[config.mk]
export PLATFORM = sky130hd
export DESIGN_NAME = ieee754_convert
export DESIGN_NICKNAME = d
export VERILOG_FILES = /design/src/rtl/ieee754_convert.sv
export SDC_FILE = /design/constraint.sdc
export NUM_CORES = 1
export LEC_CHECK = 0
export ABC_AREA = 1
export CAP_MARGIN = 5
export CORE_MARGIN = 2
export CORE_UTILIZATION = 45
export CTS_CLUSTER_SIZE = 30
export DETAILED_ROUTE_END_ITERATION = 10
export PLACE_DENSITY = 0.63
export SYNTH_ARGS = -nofsm -noshare
export SYNTH_HDL_FRONTEND = slang
export SYNTH_SLANG_ARGS = --single-unit
export TNS_END_PERCENT = 100
[constraint.sdc]
create_clock -name clk -period 2.6 [get_ports clk]
set_input_delay 0.39 -clock clk [delete_from_list [all_inputs] [get_ports clk]]
set_output_delay 0.39 -clock clk [all_outputs]
set_load 0.01 [all_outputs]
[src/rtl/ieee754_convert.sv]
// ieee754_convert: multi-cycle converter between signed 32-bit integers and
// IEEE754 single floats. op=0 (FLOAT) turns an int into float bits, op=1 (FTRC)
// turns float bits into an int. Rounding is toward zero, and denormals are read as zero.
// An iterative shifter moves SHIFT_STEP bits per cycle while far from the target
// and 1 bit per cycle when close. Results are packed into a register that
// stays stable for the whole DONE state.
//
// Handshake: a request transfers on the rising edge where in_valid && in_ready.
// A result transfers on the rising edge where out_valid && out_ready. in_ready
// is high only in IDLE. out_valid is high only in DONE. Nothing is accepted on
// the edge that leaves DONE.
module ieee754_convert #(
   parameter int SHIFT_STEP = 4
) (
   input  logic        clk,
   input  logic        rst_n,
   input  logic        in_valid,
   output logic        in_ready,
   input  logic        in_op,
   input  logic [31:0] in_data,
   output logic        out_valid,
   input  logic        out_ready,
   output logic [31:0] out_data,
   output logic [1:0]  dbg_state
);

   localparam logic [1:0] ST_IDLE = 2'd0;
   localparam logic [1:0] ST_NORM = 2'd1;
   localparam logic [1:0] ST_DONE = 2'd2;

   localparam logic [8:0] STEP9    = 9'(SHIFT_STEP);
   localparam logic [8:0] EXP_TOP  = 9'd158;   // exponent of a value whose MSB is bit 31

   logic [1:0]  r_state;
   logic        r_op;
   logic        r_sign;
   logic [31:0] r_m;
   logic [8:0]  r_e;          // exponent (FLOAT) or remaining right shift (FTRC)
   logic [31:0] r_out_data;

   logic [31:0] w_abs;
   logic [7:0]  w_ex;
   logic [22:0] w_frac;
   logic        w_coarse_zero;

   // Decode the incoming word and check whether a coarse left shift is safe.
   always_comb begin
      w_abs         = in_data[31] ? (~in_data + 32'd1) : in_data;
      w_ex          = in_data[30:23];
      w_frac        = in_data[22:0];
      w_coarse_zero = (r_m[31:32-SHIFT_STEP] == '0);
   end

   assign in_ready  = (r_state == ST_IDLE);
   assign out_valid = (r_state == ST_DONE);
   assign out_data  = r_out_data;
   assign dbg_state = r_state;

   // Capture a request, run the shifter and hold the result until it is taken.
   always_ff @(posedge clk or negedge rst_n) begin
      if (!rst_n) begin
         r_state    <= ST_IDLE;
         r_op       <= 1'b0;
         r_sign     <= 1'b0;
         r_m        <= '0;
         r_e        <= '0;
         r_out_data <= '0;
      end else begin
         case (r_state)
            ST_IDLE: begin
               if (in_valid) begin
                  r_op   <= in_op;
                  r_sign <= in_data[31];
                  if (!in_op) begin
                     if (in_data == 32'd0) begin
                        r_out_data <= 32'd0;
                        r_state    <= ST_DONE;
                     end else begin
                        r_m     <= w_abs;
                        r_e     <= EXP_TOP;
                        r_state <= ST_NORM;
                     end
                  end else begin
                     if (w_ex < 8'd127) begin
                        r_out_data <= 32'd0;
                        r_state    <= ST_DONE;
                     end else if (w_ex == 8'd255 && w_frac != 23'd0) begin
                        r_out_data <= 32'h8000_0000;
                        r_state    <= ST_DONE;
                     end else if (w_ex >= 8'd158) begin
                        r_out_data <= in_data[31] ? 32'h8000_0000 : 32'h7FFF_FFFF;
                        r_state    <= ST_DONE;
                     end else begin
                        r_m     <= {1'b1, w_frac, 8'd0};
                        r_e     <= EXP_TOP - {1'b0, w_ex};
                        r_state <= ST_NORM;
                     end
                  end
               end
            end
            ST_NORM: begin
               if (!r_op) begin
                  // Normalise left until the leading one sits in bit 31.
                  if (w_coarse_zero) begin
                     r_m <= r_m << SHIFT_STEP;
                     r_e <= r_e - STEP9;
                  end else if (!r_m[31]) begin
                     r_m <= r_m << 1;
                     r_e <= r_e - 9'd1;
                  end else begin
                     r_out_data <= {r_sign, r_e[7:0], r_m[30:8]};
                     r_state    <= ST_DONE;
                  end
               end else begin
                  // Denormalise right until the binary point is below bit 0.
                  if (r_e >= STEP9) begin
                     r_m <= r_m >> SHIFT_STEP;
                     r_e <= r_e - STEP9;
                  end else if (r_e != 9'd0) begin
                     r_m <= r_m >> 1;
                     r_e <= r_e - 9'd1;
                  end else begin
                     r_out_data <= r_sign ? (~r_m + 32'd1) : r_m;
                     r_state    <= ST_DONE;
                  end
               end
            end
            ST_DONE: begin
               if (out_ready) begin
                  r_state <= ST_IDLE;
               end
            end
            default: begin
               r_state <= ST_IDLE;
            end
         endcase
      end
   end

endmodule
==> impl_metrics.toml <==
[status]
outcome = "complete, no violations"

[critical_path]
critPathMaxFanout = 17
r2r-end = "r_e[6]"
start_kind = "flip-flop"
end_kind = "flip-flop"
reg2reg_slack_ns = 0.18
reg2reg_depth = 9
crit_required_ns = 2.84
criticalPathCategory = "flip-flop to flip-flop"
worstPathArrival_ns = 2.66
r2r-start = "dbg_state[1]"

[pwr]
switchingPower_mw = 5.68
pwr_density_cell_nw_per_um2 = 1150
fin_total_pwr_mw = 10.6
seq_power_share = 0.234
pwr-share-comb = 0.640
intPower_mw = 4.97
switching_share = 0.533
power_leakage_nw = 4.67
p_clk_frac = 0.126
ir_drop_uv = 462

[timing]
rsz0062_at_grt = "no"
hold_slack_ns = 0.0513
finalMaxSlewViolations = 0
max_freq_ghz = 0.413
period_minus_slack_ns = 2.42
tns_ns = 0
setup_viol = 0
min_period_over_period = 0.931
worst_pin_slew_ns = 0.698
max_slew_margin = 0.535
hold_violations = 0
fin_worst_skew_ns = 0.0145

[floorplanning]
rows = 48
die_w_um = 136
die-area_um2 = 18400
start_util = 0.456
boundaryPins = 73
die_y_um = 136
core_area_um2 = 17100

[synthesis]
synth_top_family_by_area = "simple AND/OR/NAND/NOR gates"
synth_seq_cells = 77
syn_area_per_cell_um2 = 5.63
yosys.area_share.simple = 0.535
synthMuxAreaShare = 0
ys_seq_area_frac = 0.247
synth.distinct_cells = 41
synth_compound_area_frac = 0.0873
syn_inst = 1387
netlist_area_um2 = 7810
yosys_warnings = 0
syn_nets = 1434
synthAdderAreaFrac = 0.0160
synth_xor_xnor_area_share = 0.0146

[clocking]
clock_latency_ns = 0.35
cts_buffer_depth = 2
root_buffer = "clkbuf_16"
ctsHoldBuffers = 0
numCtsBuffers = 9
ctsResizeCount = 0
cts_setup_buffers = 0
h-tree-depth = 3
cts_tree = "yes"
clkTransAtPathRegs_ns = 0.06
cts.sinks = 77

[route]
firstDrtPassIters = 5
drt-initial-drc-count = 939
drcViolationCount = 0
routed_via_density = 5.43
wl_um = 26900
vias = 9110
routedWlPerCell_um = 16.0
ant_nets = 0

[finish]
drive_above_1_share = 0.0708
n_antenna_cell = 0
area_growth_syn_to_layout_pct = 18.7
layout_common_cells = "nand2_1, nand3_1, nor2_1"
layout_commonest_cell = "nand2_1"
multi_input_area_um2 = 5100
stdcell_count = 1679
fillers = 1921
fin_nets = 1496
final_util = 0.542
regArea_um2 = 1930

[hold_path]
min_path_type = "input pin to asynchronous set/reset pin"

[global_route]
grt_max_degree = 78
grt_pass1_vias = 8320
grt_pass1_wl_um = 43900
antenna_found_initial = 0
overflow = 0
grt_use_total = 0.301

[placed_design]
io_buffer_count = 72
place_inst = 1663
routabilityCongestion = 0.972
hpwl_um = 21000

[job]
maxCapViolCount = 0
## critical path: stages, from the launching register on
cell and delay (ns):
dfrtp_1 0.40, inv_2 0.13, nand2_1 0.16, buf_4 0.20
nand2_1 0.36, clkinv_1 0.55, o211ai_1 0.31, nand2_1 0.08
nand2_1 0.06, nand2_1 0.05
## worst max path at each step
| stage | endpoint | slack (ns) | cells past startpoint | from |
|---|---|---|---|---|
| final | r_e[6] | 0.18 | 9 | dbg_state[1] |
| after detailed placement | out_data[24] | 0.02 | 12 | in_data[0] |
| after global routing | r_e[6] | 0.05 | 9 | dbg_state[1] |
| after CTS | r_e[6] | 0.21 | 9 | dbg_state[1] |
| after global placement | out_data[24] | 0.10 | 12 | in_data[0] |
| after floorplan | out_data[7] | 0.65 | 11 | r_e[2] |
## cells in the mapped netlist (all sizes together)
cell type	number	area, µm²
ha	10	125
o22ai	2	12.5
a22oi	1	7.51
and2	1	6.26
a21o	2	15.0
nand4	25	156
nor2	143	591
xor2	10	87.6
o21bai	1	7.51
clkinv	1	3.75
o2111ai	1	8.76
nand3	240	1230
a21boi	1	7.51
xnor2	3	26.3
dfrtp	77	1930
buf	34	201
nand3b	6	45.0
o21ai	57	285
a21oi	27	135
a31o	1	8.76
inv	106	400
o31ai	3	22.5
o211ai	20	150
clkbuf	48	180
o221ai	1	8.76
nor3	6	30.0
a31oi	2	12.5
nand2	558	2110
## flip-flops by register name (all words and copies together) (netlist names)
| register | cells |
|---|---|
| r_e | 9 |
| r_m | 32 |
| dbg_state | 2 |
| r_sign | 1 |
| out_data | 32 |
| r_op | 1 |
## power by group through the flow
stage / clock, mW / combinational (mW) / sequential, mW
after floorplan: 0 / 4.90 / 2.10
after global placement: 0 / 6.68 / 2.49
after detailed placement: 0 / 6.71 / 2.48
after CTS: 1.36 / 6.75 / 2.46
after global routing: 1.41 / 7.68 / 2.56
final: 1.34 / 6.81 / 2.49
## metal layers
layer	track usage	wire, µm
met4	0.0862	680
met3	0.0423	1690
met1	0.434	12800
met2	0.468	11800
met5	0	0
## cell type report
cell class                 count  area share
clock buffer                  12      0.0255
tap                          225      0.0304
inverter                     107      0.0436
sequential                    77       0.208
multi-input combinational   1121       0.550
clock inverter                 4     0.00783
timing repair buffer         133       0.135
## cell families after synthesis
kind of cell | count (synthesis)
and+or+nand+nor | 979
adders and majority gates | 10
buffers and inverters | 189
DFF | 77
xor gates and xnor gates | 13
AOI/OAI and AO/OA | 119
## per-stage QoR
stage | cell area, µm² | setup slack, ns
2_1_floorplan | 7810 | 0.648
3_3_place_gp | 8960 | 0.103
3_5_place_dp | 8960 | 0.0245
4_1_cts | 9270 | 0.208
5_1_grt | 9270 | 0.0464
6_report | 9270 | 0.179
Power figures use the tool's default switching activity.
